File: src/rtl/cordic_phase_gen_if.sv
// Control and sample-stream bundle between a run controller (master) and
// cordic_phase_gen (slave).
interface cordic_phase_gen_if #(
    parameter int CNT_W = 16
);
    logic             start;
    logic             stop;
    logic             sweep_en;
    logic [31:0]      phase_off;
    logic [31:0]      fcw_start;
    logic [31:0]      fcw_step;
    logic [CNT_W-1:0] sweep_len;

    logic [31:0]      angle;
    logic [15:0]      Xin;
    logic [15:0]      Yin;
    logic             busy;
    logic             out_valid;
    logic             done;

    modport master (
        output start, stop, sweep_en, phase_off, fcw_start, fcw_step, sweep_len,
        input  angle, Xin, Yin, busy, out_valid, done
    );

    modport slave (
        input  start, stop, sweep_en, phase_off, fcw_start, fcw_step, sweep_len,
        output angle, Xin, Yin, busy, out_valid, done
    );
endinterface

File: src/rtl/cordic_phase_gen.sv
// Phase-accumulator angle source for the pipelined CORDIC rotator: fixed tone or
// linear sweep, with the issue strobe delayed by the rotator latency.
module cordic_phase_gen #(
    parameter int          LATENCY = 32,
    parameter logic [15:0] AMP     = 16'd19898,
    parameter int          CNT_W   = 16
) (
    input  logic              clk,
    input  logic              rst_n,
    cordic_phase_gen_if.slave bus
);
    localparam int WAIT_W = $clog2(LATENCY + 1);

    typedef enum logic [1:0] {S_IDLE, S_RUN, S_DRAIN} state_t;

    state_t             state_q, state_d;
    logic [31:0]        angle_q;
    logic [31:0]        fcw_q;
    logic [31:0]        step_q;
    logic [CNT_W-1:0]   len_q;
    logic [CNT_W-1:0]   cnt_q;
    logic               sweep_q;
    logic [WAIT_W-1:0]  wcnt_q;
    logic [LATENCY-1:0] dline_q;
    logic [15:0]        xin_q;
    logic               busy_q;
    logic               done_q;
    logic               last_sample;

    assign last_sample = sweep_q && (cnt_q == len_q - CNT_W'(1));

    // NOTE: state is updated with <= only, so every flop samples pre-edge values.
    always_ff @(posedge clk or negedge rst_n) begin
        if (!rst_n) state_q <= S_IDLE;
        else        state_q <= state_d;
    end

    // NOTE: state_d is defaulted before the case so no path leaves it unassigned (no latch).
    always_comb begin
        state_d = state_q;
        case (state_q)
            S_IDLE: begin
                // A zero-length sweep issues nothing and goes straight to draining.
                if (bus.start)
                    state_d = (bus.sweep_en && bus.sweep_len == '0) ? S_DRAIN : S_RUN;
            end
            S_RUN: begin
                if (bus.stop || last_sample) state_d = S_DRAIN;
            end
            S_DRAIN: begin
                if (wcnt_q == WAIT_W'(LATENCY)) state_d = S_IDLE;
            end
            default: state_d = S_IDLE;
        endcase
    end

    // NOTE: the delay line is an ordinary shift register, so it is reset with the
    // rest of the datapath; a mid-run reset must flush samples still in flight.
    always_ff @(posedge clk or negedge rst_n) begin
        if (!rst_n) begin
            angle_q <= '0;
            fcw_q   <= '0;
            step_q  <= '0;
            len_q   <= '0;
            cnt_q   <= '0;
            sweep_q <= 1'b0;
            wcnt_q  <= '0;
            dline_q <= '0;
            xin_q   <= '0;
            busy_q  <= 1'b0;
            done_q  <= 1'b0;
        end else begin
            case (state_q)
                S_IDLE: begin
                    if (bus.start) begin
                        angle_q <= bus.phase_off;
                        fcw_q   <= bus.fcw_start;
                        step_q  <= bus.fcw_step;
                        len_q   <= bus.sweep_len;
                        sweep_q <= bus.sweep_en;
                        cnt_q   <= '0;
                        wcnt_q  <= '0;
                    end
                end
                S_RUN: begin
                    // The exit edge leaves angle on the last issued sample.
                    if (state_d == S_RUN) begin
                        angle_q <= angle_q + fcw_q;
                        if (sweep_q) fcw_q <= fcw_q + step_q;
                        cnt_q <= cnt_q + CNT_W'(1);
                    end else begin
                        wcnt_q <= '0;
                    end
                end
                S_DRAIN: wcnt_q <= wcnt_q + WAIT_W'(1);
                default: ;
            endcase

            dline_q <= LATENCY'({dline_q, state_q == S_RUN});
            xin_q   <= (state_d == S_RUN) ? AMP : 16'd0;
            busy_q  <= (state_d != S_IDLE);
            done_q  <= (state_q == S_DRAIN) && (wcnt_q == WAIT_W'(LATENCY - 1));
        end
    end

    assign bus.angle     = angle_q;
    assign bus.Xin       = xin_q;
    assign bus.Yin       = 16'd0;
    assign bus.busy      = busy_q;
    assign bus.out_valid = dline_q[LATENCY-1];
    assign bus.done      = done_q;
endmodule

File: src/flat_wrapper.sv
// flat-port wrapper written by rule: the top's interface ports become plain ports
module cordic_phase_gen_flat 
#(
    parameter int          LATENCY = 32,
    parameter logic [15:0] AMP     = 16'd19898,
    parameter int          CNT_W   = 16
)
  (clk, rst_n, bus_start, bus_stop, bus_sweep_en, bus_phase_off, bus_fcw_start, bus_fcw_step, bus_sweep_len, bus_angle, bus_Xin, bus_Yin, bus_busy, bus_out_valid, bus_done);
  cordic_phase_gen_if #(.CNT_W(CNT_W)) bus_i ();
  input  logic clk;
  input  logic rst_n;
  input wire logic [$bits(bus_i.start)-1:0] bus_start;
  input wire logic [$bits(bus_i.stop)-1:0] bus_stop;
  input wire logic [$bits(bus_i.sweep_en)-1:0] bus_sweep_en;
  input wire logic [$bits(bus_i.phase_off)-1:0] bus_phase_off;
  input wire logic [$bits(bus_i.fcw_start)-1:0] bus_fcw_start;
  input wire logic [$bits(bus_i.fcw_step)-1:0] bus_fcw_step;
  input wire logic [$bits(bus_i.sweep_len)-1:0] bus_sweep_len;
  output wire logic [$bits(bus_i.angle)-1:0] bus_angle;
  output wire logic [$bits(bus_i.Xin)-1:0] bus_Xin;
  output wire logic [$bits(bus_i.Yin)-1:0] bus_Yin;
  output wire logic [$bits(bus_i.busy)-1:0] bus_busy;
  output wire logic [$bits(bus_i.out_valid)-1:0] bus_out_valid;
  output wire logic [$bits(bus_i.done)-1:0] bus_done;
  assign bus_i.start = bus_start;
  assign bus_i.stop = bus_stop;
  assign bus_i.sweep_en = bus_sweep_en;
  assign bus_i.phase_off = bus_phase_off;
  assign bus_i.fcw_start = bus_fcw_start;
  assign bus_i.fcw_step = bus_fcw_step;
  assign bus_i.sweep_len = bus_sweep_len;
  assign bus_angle = bus_i.angle;
  assign bus_Xin = bus_i.Xin;
  assign bus_Yin = bus_i.Yin;
  assign bus_busy = bus_i.busy;
  assign bus_out_valid = bus_i.out_valid;
  assign bus_done = bus_i.done;
  cordic_phase_gen #(.LATENCY(LATENCY), .AMP(AMP), .CNT_W(CNT_W)) u_core (.clk(clk), .rst_n(rst_n), .bus(bus_i));
endmodule
File: config.mk
export PLATFORM = sky130hd
export DESIGN_NAME = cordic_phase_gen_flat
export DESIGN_NICKNAME = d
export VERILOG_FILES = /design/src/rtl/cordic_phase_gen_if.sv /design/src/rtl/cordic_phase_gen.sv /design/src/flat_wrapper.sv
export SDC_FILE = /design/constraint.sdc
export NUM_CORES = 1
export LEC_CHECK = 0
export BUFFER_PORTS_ARGS = -buffer_cell sky130_fd_sc_hd__buf_2
export CORE_MARGIN = 2
export CORE_UTILIZATION = 57
export DETAILED_ROUTE_END_ITERATION = 6
export PLACE_DENSITY_LB_ADDON = 0.15
export SLEW_MARGIN = 30
export SYNTH_ARGS = -nofsm -noshare
export SYNTH_HDL_FRONTEND = slang
export SYNTH_SLANG_ARGS = --single-unit
File: constraint.sdc
create_clock -name clk -period 3.7 [get_ports clk]
set_input_delay 0.555 -clock clk [delete_from_list [all_inputs] [get_ports clk]]
set_output_delay 0.555 -clock clk [all_outputs]
set_load 0.02 [all_outputs]
## Word level (Yosys, flattened, before mapping)

Index checks and enable logic that the tools add are counted.

| storage, ports and cells | value |
|---|---|
| output and inout bits | 67 |
| latch bits | 0 |
| register bits | 187 |
| bits in writable memories | 0 |
| ROM bits | 0 |
| memories kept | 0 |

| cells by class | value |
|---|---|
| shifts and indexed selects | 0 |
| multiply operators | 0 |
| divide/modulo/power cells | 0 |
| reductions and logical operators | 13 |
| bitwise operators | 0 |
| $lt $le $gt $ge | 0 |
| equal/unequal tests | 10 |
| multiplexer cells | 19 |
| add/subtract/negate cells | 5 |

Operator list:

| kind | count |
|---|---|
| two-way mux 32 bit | 5 |
| one-hot mux 32 bit (2 select lines) | 2 |
| adder 32 bit | 2 |
| two-way mux 16 bit | 2 |
| one-hot mux 16 bit (2 select lines) | 1 |
| one-hot mux 6 bit (3 select lines) | 1 |
| adder 16 x 1 -> 16 bit (second input constant) | 1 |
| equality test 16 bit | 1 |
| logical NOT 16 bit | 1 |
| subtractor 16 x 1 -> 16 bit (second input constant) | 1 |
| two-way mux 15 bit | 1 |
| two-way mux 6 bit | 2 |
| two-way mux 2 bit | 4 |
| adder 6 x 1 -> 6 bit (second input constant) | 1 |
| equality test 6 x 5 -> 1 bit (second input constant) | 1 |
| equality test 6 bit (second input constant) | 1 |
| one-hot mux 2 bit (3 select lines) | 1 |
| AND reduction 3 bit | 2 |
| equality test 2 x 1 -> 1 bit (second input constant) | 2 |
| inequality test 2 x 1 -> 1 bit (second input constant) | 2 |
| inequality test 2 bit (second input constant) | 2 |
| AND reduction 4 bit | 1 |
| nonzero test 2 bit | 2 |
| logical AND 1 bit | 3 |
| 5 further kinds | 5 |

## Longest topological paths before layout

Gate-level depths: netlist (run 1).

| depth | value |
|---|---|
| word-level depth | 9 |
| gate-level depth with buffers | 12 |

## Least setup slack after synthesis (run 1)

No wires, ideal clock.

| timing | value |
|---|---|
| kind | register to register |
| start point | reg u_core.len_q[0] |
| end point | reg u_core.angle_q[12], in the netlist u_core.bus.angle[12] |
| library setup time | 0.119 ns |
| setup slack | 1.011 ns |
| arrival | 2.570 ns |
| path buffers | 2 |
| cell stages (with the launch flop) | 12 |
| data required time | 3.581 ns |
| cells stage by stage | dfrtp_1 > inv_1 > ha_1 > nor3b_2 > nand3_1 > xnor2_1 > nand4_1 > nor4_4 > o21ai_1 > buf_2 > buf_2 > o21a_1 |

| between the ends | value |
|---|---|
| cells in the longest elaborated chain, start to end | 9 |

RTL lines:

| item | line | source |
|---|---|---|
| start: declaration | cordic_phase_gen.sv:20 | `logic [CNT_W-1:0] len_q;` |
| start signal: assignment | cordic_phase_gen.sv:79 | `len_q <= bus.sweep_len;` |
| subtractor 16 x 1 -> 16 bit | cordic_phase_gen.sv:30 | `assign last_sample = sweep_q && (cnt_q == len_q - CNT_W'(1));` |
| equality test 16 bit | cordic_phase_gen.sv:30 |  |
| logical AND 1 bit | cordic_phase_gen.sv:30 |  |
| logical OR 1 bit | cordic_phase_gen.sv:48 | `if (bus.stop \|\| last_sample) state_d = S_DRAIN;` |
| two-way mux 2 bit | cordic_phase_gen.sv:48 |  |
| one-hot mux 2 bit (3 select lines) | cordic_phase_gen.sv:41 | `case (state_q)` |
| equality test 2 x 1 -> 1 bit | cordic_phase_gen.sv:87 | `if (state_d == S_RUN) begin` |
| inequality test 2 x 1 -> 1 bit (no source line) | -- |  |
| AND reduction 3 bit (no source line) | -- |  |
| end signal: assignment | cordic_phase_gen.sv:76 | `angle_q <= bus.phase_off;` |
| end signal: assignment | cordic_phase_gen.sv:88 | `angle_q <= angle_q + fcw_q;` |
| end: declaration | cordic_phase_gen.sv:17 | `logic [31:0] angle_q;` |

No other way between the ends.
A chain may end at the register's enable or synchronous reset.

## Worst setup path in the final report (run 1)

| timing | value |
|---|---|
| start point | reg u_core.fcw_q[13] |
| end point | reg u_core.fcw_q[31] |

| between the ends | value |
|---|---|
| cells in the longest elaborated chain, start to end | 4 |

RTL lines:

| item | line | source |
|---|---|---|
| start: declaration | cordic_phase_gen.sv:18 | `logic [31:0] fcw_q;` |
| start signal: assignment | cordic_phase_gen.sv:77 | `fcw_q <= bus.fcw_start;` |
| start signal: assignment | cordic_phase_gen.sv:89 | `if (sweep_q) fcw_q <= fcw_q + step_q;` |
| adder 32 bit | cordic_phase_gen.sv:89 |  |
| two-way mux 32 bit | cordic_phase_gen.sv:89 |  |
| two-way mux 32 bit | cordic_phase_gen.sv:87 |  |
| one-hot mux 32 bit (2 select lines) | cordic_phase_gen.sv:73 | `case (state_q)` |

No other way between the ends. The select of a mux whose other input is x is not followed.

==> metrics.md, run 1 <==
| Metric | Value |
|---|---|
| Status | completed |
| HP Class | input pin to async pin |
| Post CTS Setup Buffer Count | 0 |
| Crit path DAT | 3.80 ns |
| Largest net degree at the start of global routing | 94 |
| Inst Count DP | 1,604 |
| Ys flop type | dfrtp_1 |
| Count of final setup violators | 0 |
| Final ANT Viol Nets | 0 |
| Drt wl/cell | about 17 um |
| IO buf count | 160 |
| Initial antenna violation count | 0 |
| First-pass GRT wire length | 44,600 um |
| Top-area cell type share of the netlist area | 40.1% |
| CTS tree | yes |
| Critical path class | flop to flop |
| CORE AREA | 0.0186 mm2 |
| Multiplexer share of the synthesized area | less than 1% |
| Crit path launch type | flop |
| Num CTS Buffers | 17 |
| Area grow syn2layout | 13.5% |
| Critical R2R Capture | u_core.fcw_q[31] |
| Critical path endpoint category | flop |
| Total Routing Usage GR | 27.9% |
| Die Wd | 141 um |
| Rel. slew slack | 40.3% |
| H-Tree Depth | 4 |
| Met1 usage | approximately 39% |
| Die area | roughly 0.02 mm2 |
| Endpoints failing hold | 0 |
| CP Cell Sequence | ha_1, a21oi_1, o211ai_1, o41ai_1, nor4b_1, o31ai_1, a31oi_1, o21ai_0, a221oi_1, o22ai_1 |
| Sequential share of power | 26.2% |
| Hold_buf cts | 0 |
| Row Count | 50 |
| Worst r2r src | u_core.fcw_q[13] |
| Cells on worst reg2reg path | 10 |
| YS warnings | 0 |
| Final Max Tran Viols | 0 |
| CTS Sinks | 172 |
| Post-route clock period utilization | 94.9% |
| Post-synthesis cell count | 1,260 |
| F_max | 285 MHz |
| Sequential area share after synthesis | between 40% and 50% |
| Final Wtd Congestion | roughly 0.94 |
| Layout cells sized above 1 | 15.5% |
| Worst hold slack | ~0.15 ns |
| Power Density | 1060 mW/mm2 |
| Non-filler instance count after layout | 1,636 |
| Synth Cell Area | about 0.011 mm2 |
| RSZ-0062 raised after global routing | no |
| Nets | 1,574 |
| DRT Wirelength | roughly 27,000 um |
| Psw | 6250 uW |
| Switching share of power | 48.2% |
| Root buf cell | clkbuf_16 |
| Die Ht | between 100 and 150 um |
| Worst slew pin tran | 0.896 ns |
| Compound-Gate Fraction of Synth Area | 17.5% |
| Fin crit period | 3.51 ns |
| Simple logic cell fraction of the synthesized area | 22.1% |
| Top post-synthesis cells by area | dfrtp_1 40%, nand2_1 8.8%, ha_1 7.7%, xnor2_1 4.6%, nor2_1 4.4% |
| Yosys reg bits | roughly 170 |
| Area post-placement | 0.0116 mm2 |
| Clock Skew | 0.0114 ns |
| Initial DRC Count | 628 |
| Clock latency on the worst-skew pair | 0.44 ns |
| Post-synth EDFFs | 0 |
| Design area | 0.0122 mm2 |
| Clock buffer depth | 2 |
| Cell-internal power | 6730 uW |
| Largest area contributor in the netlist | dfrtp_1 |
| Combinational share of power | 59.9% |
| Diodes inserted | 0 |
| Data required time at the worst endpoint | 3.98 ns |
| Yosys cell types | roughly 70 |
| Crit path max fanout | 6 |
| Critical path's largest stage delay | ~0.56 ns |
| Clk pwr share | 13.9% |
| Syn avg cell area | 8.52 um2 |
| Met3 usage | under 10% |
| Leak Pwr | 0.00595 uW |
| Max_cap viols | 0 |
| GRT busiest layer | met2 |
| Slowest-stage cell, CP | o41ai_1 |
| Combinational family with the most area after synthesis | simple AND/OR/NAND/NOR gates |
| Number of global-route vias before repair | 8,999 |
| HPWL Detailed | 19,800 um |
| Vias | about 9,400 |
| VDD IR-drop max | 0.000531 V |
| Remaining Overflow, GRT | 0 |
| Synth Area in Adders | 8.06% |
| Power consumption | 13,000 uW |
| # DRC | 0 |
| Post-synth ARST share | between 90% and 100% |
| First drt pass iteration count | 5 |
| Ports | 184 |
| R2R Setup Slk | 0.19 ns |
| Post-synthesis xor/xnor area fraction | 6.77% |
| Setup TNS | 0 ns |
| Mean number of vias per cell | 5.77 |
| Post-CTS resize count | 0 |
| Starting Density | approximately 58% |
| Reg clk slew, reported paths | 0.08 ns |
| GR Layer Usage met2 | 45.6% |
-- area by class of cell --
type,count,area (um2)
Clock buffer,17,425
Inverter,27,101
Multi-Input combinational cell,1003,6000
Sequential cell,172,4300
Clock inverter,15,170
Tap cell,234,293
Timing Repair Buffer,168,896
Fill cell,1587,6390
-- worst max-delay path, delay by kind of cell, from the launching register on --
| kind | cells | cell delay, ns |
|---|---|---|
| DFF | 1 | 0.43 |
| AOI/OAI and AO/OA | 8 | 2.17 |
| adders and majority gates | 1 | 0.37 |
| and+or+nand+nor | 1 | 0.39 |
-- flip-flops by register name, summed over array words and instances, names as in the netlist --
| register | cells |
|---|---|
| u_core.fcw_q | 32 |
| u_core.bus.busy | 1 |
| u_core.bus.Xin | 1 |
| u_core.wcnt_q | 6 |
| u_core.bus.angle | 32 |
| u_core.len_q | 16 |
| u_core.step_q | 32 |
| u_core.state_q | 2 |
| u_core.bus.done | 1 |
| u_core.cnt_q | 16 |
| u_core.dline_q | 32 |
| u_core.sweep_q | 1 |
-- worst max path at each step --
stage	from	to	slack [ns]
after global placement	u_core.len_q[0]	u_core.fcw_q[28]	0.49
after CTS	u_core.fcw_q[13]	u_core.fcw_q[31]	0.24
after detailed placement	u_core.len_q[0]	u_core.fcw_q[31]	0.35
after floorplan	u_core.len_q[0]	u_core.bus.angle[12]	1.01
final	u_core.fcw_q[13]	u_core.fcw_q[31]	0.19
after global routing	u_core.len_q[0]	u_core.fcw_q[28]	0.04
-- layout by cell type, fill, tap and decap left out, drive strengths merged, types with 3 or more instances in the layout --
cell,n
o2111a,3
a21oi,96
nand2b,7
and3,8
nand2,251
dfrtp,172
conb,23
clkbuf,17
mux2i,6
xnor2,56
and4,7
a221oi,5
nand3,33
or4,3
o21ai,56
o211ai,11
nor2,128
nor4,11
xor2,27
clkinv,5
nor2b,11
ha,66
o31ai,6
inv,36
nand4,19
a211oi,10
a31oi,39
o21a,7
buf,168
and2,8
nor3,21
o21bai,6
o41ai,3
nand3b,4
or3,6
a21o,32
nor4b,4
-- cell families (layout without fill, tap and decap cells) --
| family | after synthesis | after routing |
|---|---|---|
| fa+ha+maj | 68 | 68 |
| xor+xnor | 83 | 83 |
| compound gates | 295 | 295 |
| mux | 6 | 6 |
| other cells | 1 | 23 |
| simple gates | 528 | 528 |
| buf+inv | 107 | 227 |
| flops | 172 | 172 |
-- cell usage after synthesis, types with 3 or more instances --
cell and n:
nand2_1 251, dfrtp_1 172, nor2_1 127, a21oi_1 95, ha_1 66, xnor2_1 56, o21ai_0 50, a31oi_1 39
clkbuf_1 39, nand3_1 33, a21o_1 32, buf_4 32, xor2_1 27, inv_1 26, nor3_1 20, nand4_1 19
nor2b_1 11, a211oi_1 10, o211ai_1 10, nor4_1 9, and2_1 8, and3_1 8, and4_1 7, nand2b_1 7
o21a_1 7, buf_2 6, mux2i_1 6, o21bai_1 6, or3_1 6, a221oi_1 5, o21ai_1 5, o31ai_1 5
nand3b_1 4, nor4b_1 4, o2111a_1 3, o41ai_1 3, or4_1 3
-- power groups by stage --
stage          Sequential (uW)  Clock, uW  Combinational, uW
6_report                  3400       1800               7770
5_1_grt                   3490       1910               8680
4_1_cts                   3390       1830               7720
3_5_place_dp              3420          0               7630
3_3_place_gp              3410          0               7540
2_1_floorplan             3360          0               5950
-- stage by stage --
stage | utilization, % | setup WS (ns)
6_report | 65.6 | 0.189
5_1_grt | 65.6 | 0.0393
4_1_cts | 65.6 | 0.241
3_5_place_dp | 62.4 | 0.345
3_3_place_gp | 62.4 | 0.486
2_1_floorplan | - | 1.01
-- per-layer routing --
layer / routed length, um / up-vias
met3: 1450 / 45
met4: 573 / 0
met5: 0 / -
met2: 12800 / 304
li1: - / 4629
met1: 12400 / 4465
Note: power is estimated with default switching activity, not from simulation.
==> inputs of run 2 (changes only) <==
--- a/config.mk
+++ b/config.mk
@@ -9,7 +9,7 @@
 export CORE_MARGIN = 2
 export CORE_UTILIZATION = 57
 export DETAILED_ROUTE_END_ITERATION = 6
-export PLACE_DENSITY_LB_ADDON = 0.15
+export PLACE_DENSITY = 0.77
 export SLEW_MARGIN = 30
 export SYNTH_ARGS = -nofsm -noshare
 export SYNTH_HDL_FRONTEND = slang
==> metrics.md, run 2 (synthesized netlist as in run 1, its figures left out) <==
| Metric | Value |
|---|---|
| Number of global-route vias before repair | 9,038 (+0.43%) |
| Top Family by Delay on Critical Path | compound AO/OA/AOI/OAI gates |
| Commonest non-fill, non-tap cell in the layout | nand2_1 |
| Largest net degree at the start of global routing | 94 (unchanged) |
| # DRC | 4 (+4) |
| Die Wd | 141 um (unchanged) |
| Slowest-stage cell, CP | o41ai_1 |
| Crit path max fanout | 6 (unchanged) |
| Data required time at the worst endpoint | 4.00 ns (+0.02 ns) |
| Clock Skew | 0.0208 ns (+0.00938 ns) |
| First-pass GRT wire length | 45,300 um (+1.5%) |
| Row Count | 50 (unchanged) |
| Failing checks | DRC |
| DRT Wirelength | 27,800 um (+2.1%) |
| Worst hold slack | 0.0145 ns (-0.139 ns) |
| Leak Pwr | 0.00600 uW (+0.92%) |
| Critical path endpoint category | flop |
| Ports | 184 (unchanged) |
| CTS Sinks | 172 (unchanged) |
| Initial antenna violation count | 0 (unchanged) |
| Mean number of vias per cell | 5.81 (+0.66%) |
| Die Ht | 141 um (unchanged) |
| Commonest cells after routing, fill and taps aside | 250 x nand2_1, 172 x dfrtp_1, 159 x buf_2 |
| Setup TNS | 0 ns (unchanged) |
| Hold_buf cts | 0 (unchanged) |
| Area post-placement | 0.0116 mm2 (+0.26%) |
| Fillers | 1,586 (-0.063%) |
| IO buf count | 160 (unchanged) |
| Area grow syn2layout | 14.5% |
| Rel. slew slack | 41.5% (+1.2 points) |
| CTS tree | yes |
| Max_cap viols | 0 (unchanged) |
| Post CTS Setup Buffer Count | 0 (unchanged) |
| Clock latency on the worst-skew pair | 0.45 ns (about the same) |
| RSZ-0062 raised after global routing | no |
| Final Wtd Congestion | 0.991 (+5.8%) |
| Vias | 9,540 (+1.0%) |
| Drt wl/cell | 17.0 um (+1.7%) |
| Non-filler instance count after layout | 1,642 (+0.37%) |
| HP Class | input pin to async pin |
| Final Max Tran Viols | 0 (unchanged) |
| F_max | 303 MHz (+6.3%) |
| Reg clk slew, reported paths | 0.09 ns (about the same) |
| Final ANT Viol Nets | 0 (unchanged) |
| Root buf cell | clkbuf_16 |
| Crit path DAT | 3.60 ns (-0.20 ns) |
| Inst Count DP | 1,608 (+0.25%) |
| Clock buffer depth | 2 (unchanged) |
| Design area | 0.0123 mm2 (+0.87%) |
| CP Cell Sequence | ha_1, a21oi_1, o211ai_1, o41ai_1, nor4b_1, o31ai_1, a31oi_1, o21ai_0, a221oi_1, o22ai_1 |
| HPWL Detailed | 20,600 um (+3.6%) |
| Die area | 0.0200 mm2 (unchanged) |
| Endpoints failing hold | 0 (unchanged) |
| Crit path buf inv count | 0 (unchanged) |
| Critical path class | flop to flop |
| Layout cells sized above 1 | 15.9% (+0.36 points) |
| First drt pass iteration count | 7 (+2) |
| Status | finished with violations |
| Diodes inserted | 0 (unchanged) |
| Crit path launch type | flop |
| Count of final setup violators | 0 (unchanged) |
| Power Density | 1070 mW/mm2 (+0.86%) |
| Fin crit period | 3.30 ns (-0.207 ns) |
| Total Routing Usage GR | 28.5% (+0.60 points) |
| Post-CTS resize count | 0 (unchanged) |
| Remaining Overflow, GRT | 0 (unchanged) |
| Worst slew pin tran | 0.878 ns (-0.0178 ns) |
| Post-route clock period utilization | 89.3% (-5.6 points) |
| Starting Density | 57.8% (unchanged) |
| Critical path's largest stage delay | 0.53 ns (-0.03 ns) |
| Initial DRC Count | 597 (-4.9%) |
| H-Tree Depth | 4 (unchanged) |
| Num CTS Buffers | 17 (unchanged) |
| Nets | 1,580 (+0.38%) |
| VDD IR-drop max | 0.000475 V (-11%) |
| CORE AREA | 0.0186 mm2 (unchanged) |
[run 2: changes by cell type in the layout (fill, tap and decap cells not counted), moves of 2 or more]
| cell | before | now |
|---|---|---|
| inv_12 | 0 | 6 |
| buf_4 | 5 | 10 |
| inv_6 | 5 | 2 |
| inv_8 | 4 | 2 |
[run 2: power breakdown]
group,internal [uW],switching (uW)
Sequential,2640,775
Combinational,3230,4630
Clock,955,975
Total,6830,6380
[run 2: metal layers]
layer,vias up,global-route usage (%),wire [um]
met3,48,4.45,1570
met4,0,8.89,682
met5,-,0,0
li1,4639,-,-
met1,4545,39.5,12400
met2,308,46.6,13200
[run 2: area by class of cell]
cell class,count,area [um2],area share [%]
Multi-Input combinational cell,1003,6000,48.8
Clock inverter,15,219,1.78
Tap cell,234,293,2.38
Clock buffer,17,425,3.46
Inverter,27,101,0.824
Timing Repair Buffer,174,953,7.75
Sequential cell,172,4300,35.0
[run 2: final timing paths]
| kind | startpoint | end | slack, ns | depth (start not counted) |
|---|---|---|---|---|
| setup reg to reg | u_core.fcw_q[13] | u_core.fcw_q[31] | 0.40 | 10 |
| min in group clk | bus_fcw_step[10] | u_core.step_q[10] | 0.29 | 3 |
| setup / recovery | u_core.fcw_q[13] | u_core.fcw_q[31] | 0.40 | 10 |
| max in group asynchronous | rst_n | u_core.bus.angle[19] | 2.73 | 2 |
| hold / removal | rst_n | u_core.len_q[8] | 0.01 | 1 |
| hold reg to reg | u_core.dline_q[7] | u_core.dline_q[8] | 0.35 | 0 |
[run 2: per-stage QoR]
| step | total power, uW | utilization [%] | worst slack, ns |
|---|---|---|---|
| 2_1_floorplan | 9300 | - | 1.01 |
| 3_3_place_gp | 10900 | 62.5 | 0.500 |
| 3_5_place_dp | 11100 | 62.5 | 0.373 |
| 4_1_cts | 13100 | 66.0 | 0.317 |
| 5_1_grt | 14300 | 66.2 | 0.0959 |
| 6_report | 13200 | 66.2 | 0.396 |
